[src/rtl/pmem_acc_ctrl_pkg.sv]
// Shared defaults and read-port owner encoding for the psum accumulate controller.
package pmem_acc_ctrl_pkg;
    localparam int DATA_WIDTH_DEF = 16;
    localparam int ADDR_WIDTH_DEF = 8;

    typedef enum logic {
        ARB_ACC   = 1'b0,
        ARB_DRAIN = 1'b1
    } arb_own_e;
endpackage

[src/rtl/pmem_acc_ctrl_if.sv]
// Accumulate, drain and psum-memory signals of the controller, seen from both sides.
interface pmem_acc_ctrl_if #(
    parameter int DATA_WIDTH = 16,
    parameter int ADDR_WIDTH = 8
);
    logic                  i_acc_valid;
    logic                  o_acc_ready;
    logic [ADDR_WIDTH-1:0] i_acc_addr;
    logic [DATA_WIDTH-1:0] i_acc_data;
    logic                  i_acc_first;
    logic                  i_drain_req;
    logic                  o_drain_gnt;
    logic [ADDR_WIDTH-1:0] i_drain_addr;
    logic                  o_drain_valid;
    logic [DATA_WIDTH-1:0] o_drain_data;
    logic                  o_mem_rd_en;
    logic [ADDR_WIDTH-1:0] o_mem_rd_addr;
    logic [DATA_WIDTH-1:0] i_mem_rd_data;
    logic                  o_mem_wr_en;
    logic [ADDR_WIDTH-1:0] o_mem_wr_addr;
    logic [DATA_WIDTH-1:0] o_mem_wr_data;
    logic                  o_busy;

    modport slave (
        input  i_acc_valid, i_acc_addr, i_acc_data, i_acc_first,
        input  i_drain_req, i_drain_addr, i_mem_rd_data,
        output o_acc_ready, o_drain_gnt, o_drain_valid, o_drain_data,
        output o_mem_rd_en, o_mem_rd_addr, o_mem_wr_en, o_mem_wr_addr, o_mem_wr_data,
        output o_busy
    );

    modport master (
        output i_acc_valid, i_acc_addr, i_acc_data, i_acc_first,
        output i_drain_req, i_drain_addr, i_mem_rd_data,
        input  o_acc_ready, o_drain_gnt, o_drain_valid, o_drain_data,
        input  o_mem_rd_en, o_mem_rd_addr, o_mem_wr_en, o_mem_wr_addr, o_mem_wr_data,
        input  o_busy
    );
endinterface

[src/rtl/pmem_acc_ctrl_rr_arb2.sv]
// Two-requester round-robin; the last-grant pointer only moves when both request.
module pmem_rr_arb2
    import pmem_acc_ctrl_pkg::*;
(
    input  logic       i_clk,
    input  logic       i_rst_n,
    input  logic [1:0] i_req,
    output logic [1:0] o_gnt
);
    arb_own_e last_q, last_d;

    always_comb begin
        o_gnt  = i_req;
        last_d = last_q;
        if (i_req[ARB_ACC] && i_req[ARB_DRAIN]) begin
            if (last_q == ARB_DRAIN) begin
                o_gnt  = 2'b01;
                last_d = ARB_ACC;
            end else begin
                o_gnt  = 2'b10;
                last_d = ARB_DRAIN;
            end
        end
    end

    always_ff @(posedge i_clk) begin
        if (!i_rst_n) last_q <= ARB_DRAIN;
        else          last_q <= last_d;
    end
endmodule

[src/rtl/pmem_acc_ctrl.sv]
// Psum read-modify-write controller: S0 issues reads (shared with drain), S1 adds and writes.
module pmem_acc_ctrl
    import pmem_acc_ctrl_pkg::*;
#(
    parameter int DATA_WIDTH = DATA_WIDTH_DEF,
    parameter int ADDR_WIDTH = ADDR_WIDTH_DEF
) (
    input  logic             i_clk,
    input  logic             i_rst_n,
    pmem_acc_ctrl_if.slave   bus
);
    logic [1:0]            req, gnt;
    logic                  acc_fire, rd_fwd;
    logic [ADDR_WIDTH-1:0] rd_addr;
    logic [DATA_WIDTH-1:0] operand, wr_data;

    logic                  s1_vld_q, s1_vld_d;
    logic                  s1_first_q, s1_first_d;
    logic [ADDR_WIDTH-1:0] s1_addr_q, s1_addr_d;
    logic [DATA_WIDTH-1:0] s1_data_q, s1_data_d;
    logic                  s1_fwd_q, s1_fwd_d;
    logic                  drn_vld_q, drn_vld_d;
    logic                  drn_fwd_q, drn_fwd_d;
    logic [DATA_WIDTH-1:0] fwd_data_q, fwd_data_d;

    pmem_rr_arb2 u_arb (
        .i_clk   (i_clk),
        .i_rst_n (i_rst_n),
        .i_req   (req),
        .o_gnt   (gnt)
    );

    // Overwrite requests never touch the read port, so they ride alongside a drain.
    assign req[ARB_ACC]   = bus.i_acc_valid & ~bus.i_acc_first;
    assign req[ARB_DRAIN] = bus.i_drain_req;
    assign acc_fire       = bus.i_acc_valid & (bus.i_acc_first | gnt[ARB_ACC]);
    assign rd_addr        = gnt[ARB_ACC] ? bus.i_acc_addr : bus.i_drain_addr;

    // A read colliding with this cycle's write takes the write data next cycle.
    assign rd_fwd  = s1_vld_q & (s1_addr_q == rd_addr);
    assign operand = s1_fwd_q ? fwd_data_q : bus.i_mem_rd_data;
    assign wr_data = s1_first_q ? s1_data_q : operand + s1_data_q;

    assign bus.o_acc_ready   = acc_fire;
    assign bus.o_drain_gnt   = gnt[ARB_DRAIN];
    assign bus.o_mem_rd_en   = |gnt;
    assign bus.o_mem_rd_addr = rd_addr;
    assign bus.o_mem_wr_en   = s1_vld_q & i_rst_n;
    assign bus.o_mem_wr_addr = s1_addr_q;
    assign bus.o_mem_wr_data = wr_data;
    assign bus.o_drain_valid = drn_vld_q;
    assign bus.o_drain_data  = drn_fwd_q ? fwd_data_q : bus.i_mem_rd_data;
    assign bus.o_busy        = s1_vld_q;

    always_comb begin
        s1_vld_d   = acc_fire;
        s1_first_d = bus.i_acc_first;
        s1_addr_d  = bus.i_acc_addr;
        s1_data_d  = bus.i_acc_data;
        s1_fwd_d   = rd_fwd & gnt[ARB_ACC];
        drn_vld_d  = gnt[ARB_DRAIN];
        drn_fwd_d  = rd_fwd & gnt[ARB_DRAIN];
        fwd_data_d = wr_data;
    end

    always_ff @(posedge i_clk) begin
        if (!i_rst_n) begin
            s1_vld_q   <= 1'b0;
            s1_first_q <= 1'b0;
            s1_addr_q  <= '0;
            s1_data_q  <= '0;
            s1_fwd_q   <= 1'b0;
            drn_vld_q  <= 1'b0;
            drn_fwd_q  <= 1'b0;
            fwd_data_q <= '0;
        end else begin
            s1_vld_q   <= s1_vld_d;
            s1_first_q <= s1_first_d;
            s1_addr_q  <= s1_addr_d;
            s1_data_q  <= s1_data_d;
            s1_fwd_q   <= s1_fwd_d;
            drn_vld_q  <= drn_vld_d;
            drn_fwd_q  <= drn_fwd_d;
            fwd_data_q <= fwd_data_d;
        end
    end
endmodule

[src/flat_wrapper.sv]
// flat-port wrapper written by rule: the top's interface ports become plain ports
module pmem_acc_ctrl_flat import pmem_acc_ctrl_pkg::*;
#(
    parameter int DATA_WIDTH = DATA_WIDTH_DEF,
    parameter int ADDR_WIDTH = ADDR_WIDTH_DEF
)
  (i_clk, i_rst_n, bus_i_acc_valid, bus_i_acc_addr, bus_i_acc_data, bus_i_acc_first, bus_i_drain_req, bus_i_drain_addr, bus_i_mem_rd_data, bus_o_acc_ready, bus_o_drain_gnt, bus_o_drain_valid, bus_o_drain_data, bus_o_mem_rd_en, bus_o_mem_rd_addr, bus_o_mem_wr_en, bus_o_mem_wr_addr, bus_o_mem_wr_data, bus_o_busy);
  pmem_acc_ctrl_if #(.DATA_WIDTH(DATA_WIDTH), .ADDR_WIDTH(ADDR_WIDTH)) bus_i ();
  input  logic i_clk;
  input  logic i_rst_n;
  input wire logic [$bits(bus_i.i_acc_valid)-1:0] bus_i_acc_valid;
  input wire logic [$bits(bus_i.i_acc_addr)-1:0] bus_i_acc_addr;
  input wire logic [$bits(bus_i.i_acc_data)-1:0] bus_i_acc_data;
  input wire logic [$bits(bus_i.i_acc_first)-1:0] bus_i_acc_first;
  input wire logic [$bits(bus_i.i_drain_req)-1:0] bus_i_drain_req;
  input wire logic [$bits(bus_i.i_drain_addr)-1:0] bus_i_drain_addr;
  input wire logic [$bits(bus_i.i_mem_rd_data)-1:0] bus_i_mem_rd_data;
  output wire logic [$bits(bus_i.o_acc_ready)-1:0] bus_o_acc_ready;
  output wire logic [$bits(bus_i.o_drain_gnt)-1:0] bus_o_drain_gnt;
  output wire logic [$bits(bus_i.o_drain_valid)-1:0] bus_o_drain_valid;
  output wire logic [$bits(bus_i.o_drain_data)-1:0] bus_o_drain_data;
  output wire logic [$bits(bus_i.o_mem_rd_en)-1:0] bus_o_mem_rd_en;
  output wire logic [$bits(bus_i.o_mem_rd_addr)-1:0] bus_o_mem_rd_addr;
  output wire logic [$bits(bus_i.o_mem_wr_en)-1:0] bus_o_mem_wr_en;
  output wire logic [$bits(bus_i.o_mem_wr_addr)-1:0] bus_o_mem_wr_addr;
  output wire logic [$bits(bus_i.o_mem_wr_data)-1:0] bus_o_mem_wr_data;
  output wire logic [$bits(bus_i.o_busy)-1:0] bus_o_busy;
  assign bus_i.i_acc_valid = bus_i_acc_valid;
  assign bus_i.i_acc_addr = bus_i_acc_addr;
  assign bus_i.i_acc_data = bus_i_acc_data;
  assign bus_i.i_acc_first = bus_i_acc_first;
  assign bus_i.i_drain_req = bus_i_drain_req;
  assign bus_i.i_drain_addr = bus_i_drain_addr;
  assign bus_i.i_mem_rd_data = bus_i_mem_rd_data;
  assign bus_o_acc_ready = bus_i.o_acc_ready;
  assign bus_o_drain_gnt = bus_i.o_drain_gnt;
  assign bus_o_drain_valid = bus_i.o_drain_valid;
  assign bus_o_drain_data = bus_i.o_drain_data;
  assign bus_o_mem_rd_en = bus_i.o_mem_rd_en;
  assign bus_o_mem_rd_addr = bus_i.o_mem_rd_addr;
  assign bus_o_mem_wr_en = bus_i.o_mem_wr_en;
  assign bus_o_mem_wr_addr = bus_i.o_mem_wr_addr;
  assign bus_o_mem_wr_data = bus_i.o_mem_wr_data;
  assign bus_o_busy = bus_i.o_busy;
  pmem_acc_ctrl #(.DATA_WIDTH(DATA_WIDTH), .ADDR_WIDTH(ADDR_WIDTH)) u_core (.i_clk(i_clk), .i_rst_n(i_rst_n), .bus(bus_i));
endmodule
[config.mk]
export PLATFORM = sky130hd
export DESIGN_NAME = pmem_acc_ctrl_flat
export DESIGN_NICKNAME = d
export VERILOG_FILES = /design/src/rtl/pmem_acc_ctrl_pkg.sv /design/src/rtl/pmem_acc_ctrl_if.sv /design/src/rtl/pmem_acc_ctrl_rr_arb2.sv /design/src/rtl/pmem_acc_ctrl.sv /design/src/flat_wrapper.sv
export SDC_FILE = /design/constraint.sdc
export NUM_CORES = 1
export LEC_CHECK = 0
export BUFFER_PORTS_ARGS = -buffer_cell sky130_fd_sc_hd__buf_2
export CORE_MARGIN = 3
export CORE_UTILIZATION = 45
export DETAILED_ROUTE_END_ITERATION = 8
export PLACE_DENSITY = 0.74
export REMOVE_ABC_BUFFERS = 1
export SLEW_MARGIN = 30
export SYNTH_ARGS = -nofsm -noshare
export SYNTH_HDL_FRONTEND = slang
export SYNTH_SLANG_ARGS = --single-unit
[constraint.sdc]
create_clock -name i_clk -period 6.2 [get_ports i_clk]
set_input_delay 1.24 -clock i_clk [delete_from_list [all_inputs] [get_ports i_clk]]
set_output_delay 1.24 -clock i_clk [all_outputs]
set_load 0.1 [all_outputs]
==> results.toml, run 1 <==
[floorplanning]
dieArea_um2 = 7250
start_util = 0.471
num_rows = 28
core_um2 = 5990
dieHeight_um = 85.2
io_pins = 107
die_w_um = 85.2

[sta]
relSlewSlack = 0.427
timing.final.ws_setup_ns = 1.18
fin_setup_tns_ns = 0
tightest_slew_ns = 0.859
max_freq_mhz = 199
fin_worst_skew_ns = 0.0100
slew_viol_final = 0
timing.hold.ws_ns = 0.518
grt_setup_unrepaired = "false"
finalCritPeriodShare = 0.810
setup_violations = 0
finalHoldViolCount = 0
min_period_ns = 5.02

[clocking]
ctsHoldBuffers = 0
cts_num_sinks = 46
clk_pin_slew_ns = 0.08
post-cts-setup-buffers = 0
cts_buffer_depth = 2
cts_resized = 0
root_buffer = "clkbuf_8"
worstSkewPairLatency_ns = 0.30
tritoncts = "yes"
h-tree-depth = 2
cts_buffers = 5

[placed_design]
placed_area_um2 = 3380
routabilityCongestion = 0.821
hpwl_mm = 5.06
dp_cells = 480
place.port_buffers = 106
dpl_worst_slack_ns = 1.21

[synth]
async_flop_share = 0
postSynthRegisterBits = 46
syn_avg_cell_area_um2 = 8.95
synth_edf_count = 0
seq_area_frac_synth = 0.327
synth_cell_type_count = 42
syn_area_um2 = 2820
yosysWarningCount = 0
synthCells = 315
synth_ff_type = "dfxtp_1"

[cells_and_area]
final_cell_mix = "buf_2, dfxtp_1, and2_1"
finalNetCount = 481
fin_area_um2 = 3460
area_growth_pct = 22.7
stdcell_count = 487
utilization = 0.578
antenna_cells = 0
layout_commonest_cell = "buf_2"
layout-drive-gt1-share = 0.379
fill_cells = 534

[power]
leakagePower_nw = 1.62
power.density_nw_per_um2 = 271
power.total_mw = 0.938
vdd_drop_max_mv = 0.146

[setup_path]
critical_path_class = "reg -> out"
ff2ff_setup_slack_ns = 3.02
r2r-end = "u_core.fwd_data_q[12]"
critPathRequiredTime_ns = 4.96
startpoint_type = "flop"
crit_path_end_kind = "primary output"
worstPathMaxFanout = 16
cp.arrival_ns = 3.78
r2r.worst_path.cells = 11
r2r_start = "u_core.s1_fwd_q"

[drt]
drt_wl_total_mm = 6.57
drc = 0
drtIter0Drc = 174
vias_per_cell = 5.17
drtAntennaViolNets = 0
wl_per_cell_um = 13.5
vias = 2517
first_pass_iters = 4

[worst_hold_path]
hold_end = "u_core.drn_fwd_q"
hold_path.class = "reg -> reg"
min_from = "u_core.bus.o_busy"
hold_depth = 2

[job]
max-cap-violations = 0

[global_routing]
track_usage = 0.187
grt_max_degree = 45
grt_pass1_vias = 2523
grt_pass1_wl_mm = 11.2
globalRoute.totalOverflow = 0
antenna_found_initial = 0

[run_status]
status = "complete, no violations"
cell type report:
type,count,area [µm²],area share
multi-input cells,246,1800,0.521
flip-flops and latches,46,922,0.266
repair buffers,106,531,0.153
well taps,75,93.8,0.0271
clock buffers,5,68.8,0.0199
inverters,7,26.3,0.00759
clock inverters,2,15.0,0.00434
state kept, by name, indices dropped and copies added (netlist names):
name and flops:
u_core.s1_first_q 1, u_core.drn_fwd_q 1, u_core.s1_fwd_q 1, u_core.bus.o_busy 1
u_core.fwd_data_q 16, u_core.u_arb.last_q 1, u_core.bus.o_mem_wr_addr 8, u_core.s1_data_q 16
u_core.bus.o_drain_valid 1
synth_stat cells (all sizes together), types with 5 or more instances:
master,number,area (µm²)
o21ai,19,95.1
nor2,13,48.8
xor2,15,131
nand2,24,90.1
xnor2,6,52.6
and2,44,278
clkbuf,11,41.3
mux2,40,458
inv,6,22.5
a21oi,14,70.1
nand3,6,30.0
ha,15,188
a21o,6,45.0
dfxtp,46,921
buf,5,27.5
nor3,7,35.0
worst max-delay path: stages, from the launching register on:
cell and delay (ns):
dfxtp_1 0.89, mux2_2 0.29, ha_1 0.20, inv_1 0.07, fa_1 0.40, nand2b_1 0.19
a21oi_1 0.19, nor3_1 0.11, o21a_1 0.18, o21ai_0 0.25, xnor2_1 0.12, a21oi_1 0.16
buf_2 0.44
power breakdown:
part	switching [mW]	internal, mW
clock	0.102	0.0771
sequential	0.0131	0.317
combinational	0.331	0.0976
kinds of logic (layout without fill, tap and decap cells):
family | count (synthesis) | in the layout | share of synthesized area
flip-flops | 46 | 46 | 0.327
buffers and inverters | 23 | 120 | 0.0337
multiplexers | 42 | 42 | 0.169
AO/OA/AOI/OAI | 55 | 55 | 0.119
adder cells (fa/ha/maj) | 16 | 16 | 0.0736
AND/OR/NAND/NOR | 112 | 112 | 0.213
XOR/XNOR | 21 | 21 | 0.0652
how the worst max path moves through the flow:
stage | slack, ns | from | cells after the start | endpoint
6_report | 1.18 | u_core.s1_fwd_q | 12 | bus_o_mem_wr_data[12]
5_1_grt | 0.90 | u_core.s1_fwd_q | 9 | bus_o_mem_wr_data[7]
4_1_cts | 1.17 | u_core.s1_fwd_q | 12 | bus_o_mem_wr_data[10]
3_5_place_dp | 1.21 | bus_i_mem_rd_data[0] | 13 | bus_o_mem_wr_data[10]
3_3_place_gp | 1.29 | bus_i_mem_rd_data[0] | 13 | bus_o_mem_wr_data[12]
2_1_floorplan | -1.08 | bus_i_mem_rd_data[1] | 8 | bus_o_mem_wr_data[7]
routing by layer:
metal / global-route usage / part of all wire / wire [µm]
met1: 0.225 / 0.44 / 2890
met4: 0.0475 / 0.012 / 79
met5: 0 / 0 / 0
met2: 0.318 / 0.46 / 3050
met3: 0.0650 / 0.084 / 555
(Power assumes the default switching activity.)
==> inputs of run 2 (changes only) <==
Settings changed: PLACE_DENSITY 0.74 to 0.77.
Clock period 6.2 ns to 4.15 ns, I/O delays scaled along.
==> run 2 against run 1 <==
Effect of this change:
- final cell count increased by 0.82%
- largest cell class unchanged
- highest routed layer unchanged
- critical path depth down 1
- largest power group unchanged
- clock skew grew 0.0039 ns
==> results.toml, run 2 (same netlist as run 1, synthesis figures left out) <==
[sta]
grt_setup_unrepaired = "false"
fin_setup_tns_ns = 0
relSlewSlack = 0.445
fin_worst_skew_ns = 0.0140
max_freq_mhz = 251
tightest_slew_ns = 0.831
setup_violations = 0
min_period_ns = 3.98
finalHoldViolCount = 0
slew_viol_final = 0
timing.final.ws_setup_ns = 0.171
finalCritPeriodShare = 0.959

[worst_hold_path]
hold_depth = 2
hold_path.class = "reg -> reg"
min_from = "u_core.bus.o_busy"

[clocking]
tritoncts = "yes"
worstSkewPairLatency_ns = 0.31
ctsHoldBuffers = 0
clk_pin_slew_ns = 0.09
h-tree-depth = 2
root_buffer = "clkbuf_8"
post-cts-setup-buffers = 0
cts_buffers = 5
cts_num_sinks = 46
cts_resized = 0
cts_buffer_depth = 2

[setup_path]
startpoint_type = "input pin"
cp_slowest_cell = "ha_1"
critical_path_class = "in -> out"
worstSetupStartpoint = "bus_i_mem_rd_data[1]"
crit_cells = 11
cp.arrival_ns = 3.15
cp_num_buf_inv = 3
crit_family = "compound AO/OA/AOI/OAI gates"
max_stage_delay_ns = 0.30
worstPathMaxFanout = 2
r2r_start = "u_core.s1_fwd_q"
critPathRequiredTime_ns = 3.32
crit_path_end_kind = "primary output"
crit_path_cell_trace = "buf_2, mux2i_1, inv_1, ha_1, a211oi_1, nor2_1, a211o_1, and2_1, o211ai_1, xor2_1, buf_12"
r2r.worst_path.cells = 11

[placed_design]
place.port_buffers = 106
dpl_worst_slack_ns = 0.111
hpwl_mm = 5.15
routabilityCongestion = 0.831

[cells_and_area]
antenna_cells = 0
finalNetCount = 484
fill_cells = 508
final_cell_mix = "buf_2, dfxtp_1, and2_1"
area_growth_pct = 29.5
layout_commonest_cell = "buf_2"
utilization = 0.610
layout-drive-gt1-share = 0.392

[global_routing]
antenna_found_initial = 0
grt_pass1_vias = 2450
globalRoute.totalOverflow = 0
grt_pass1_wl_mm = 10.8
grt_max_degree = 45
track_usage = 0.182

[drt]
first_pass_iters = 4
drtIter0Drc = 134
drc = 0
vias = 2578
vias_per_cell = 5.25
drtAntennaViolNets = 0
wl_per_cell_um = 13.5
drt_wl_total_mm = 6.63

[floorplanning]
dieHeight_um = 85.2
core_um2 = 5990
io_pins = 107
num_rows = 28
start_util = 0.471
dieArea_um2 = 7250
die_w_um = 85.2

[job]
max-cap-violations = 0

[run_status]
status = "complete, no violations"

[power]
vdd_drop_max_mv = 0.221
leakagePower_nw = 1.69
power.density_nw_per_um2 = 406
[run 2: cell count changes in the layout (fill, tap and decap cells not counted), moves of 2 or more]
cell	delta
buf_4	+2
buf_12	+10
a21oi_2	+2
a21oi_1	-2
buf_2	-9
[run 2: worst min-delay path, stage by stage (launching register included)]
cell     delay, ns
dfxtp_1       0.33
nand4_1       0.10
nor2b_1       0.05
[run 2: routing by layer]
layer	global-route usage	vias up	share of wire
met4	0.0489	0	0.011
met2	0.323	102	0.49
met3	0.0485	8	0.080
li1	-	1290	-
met5	0	-	0
met1	0.217	1178	0.42
[run 2: layout make-up]
cell class	count	area [µm²]	area share
inverters	7	26.3	0.00719
clock inverters	3	23.8	0.00651
multi-input cells	246	1820	0.497
well taps	75	93.8	0.0257
flip-flops and latches	46	922	0.252
repair buffers	109	701	0.192
clock buffers	5	68.8	0.0188
[run 2: power by group]
part,switching [mW],internal [mW]
registers,0.0197,0.474
clock network,0.163,0.121
logic,0.507,0.198
total,0.690,0.793
[run 2: metrics by stage]
step | hold slack [ns] | cell area, µm² | std cells | power [mW]
after global placement | 0.489 | 3550 | 483 | 1.20
after detailed placement | 0.500 | 3550 | 483 | 1.21
after CTS | 0.522 | 3640 | 491 | 1.50
after floorplan | 0.467 | 2750 | 299 | 1.03
after global routing | 0.555 | 3650 | 491 | 1.55
final | 0.518 | 3650 | 491 | 1.48
[run 2: final timing paths]
kind / endpoint / slack [ns]
worst min register to register: u_core.drn_fwd_q / 0.52
worst min-delay path: u_core.drn_fwd_q / 0.52
worst max-delay path: bus_o_mem_wr_data[15] / 0.17
worst max register to register: u_core.fwd_data_q[15] / 1.34
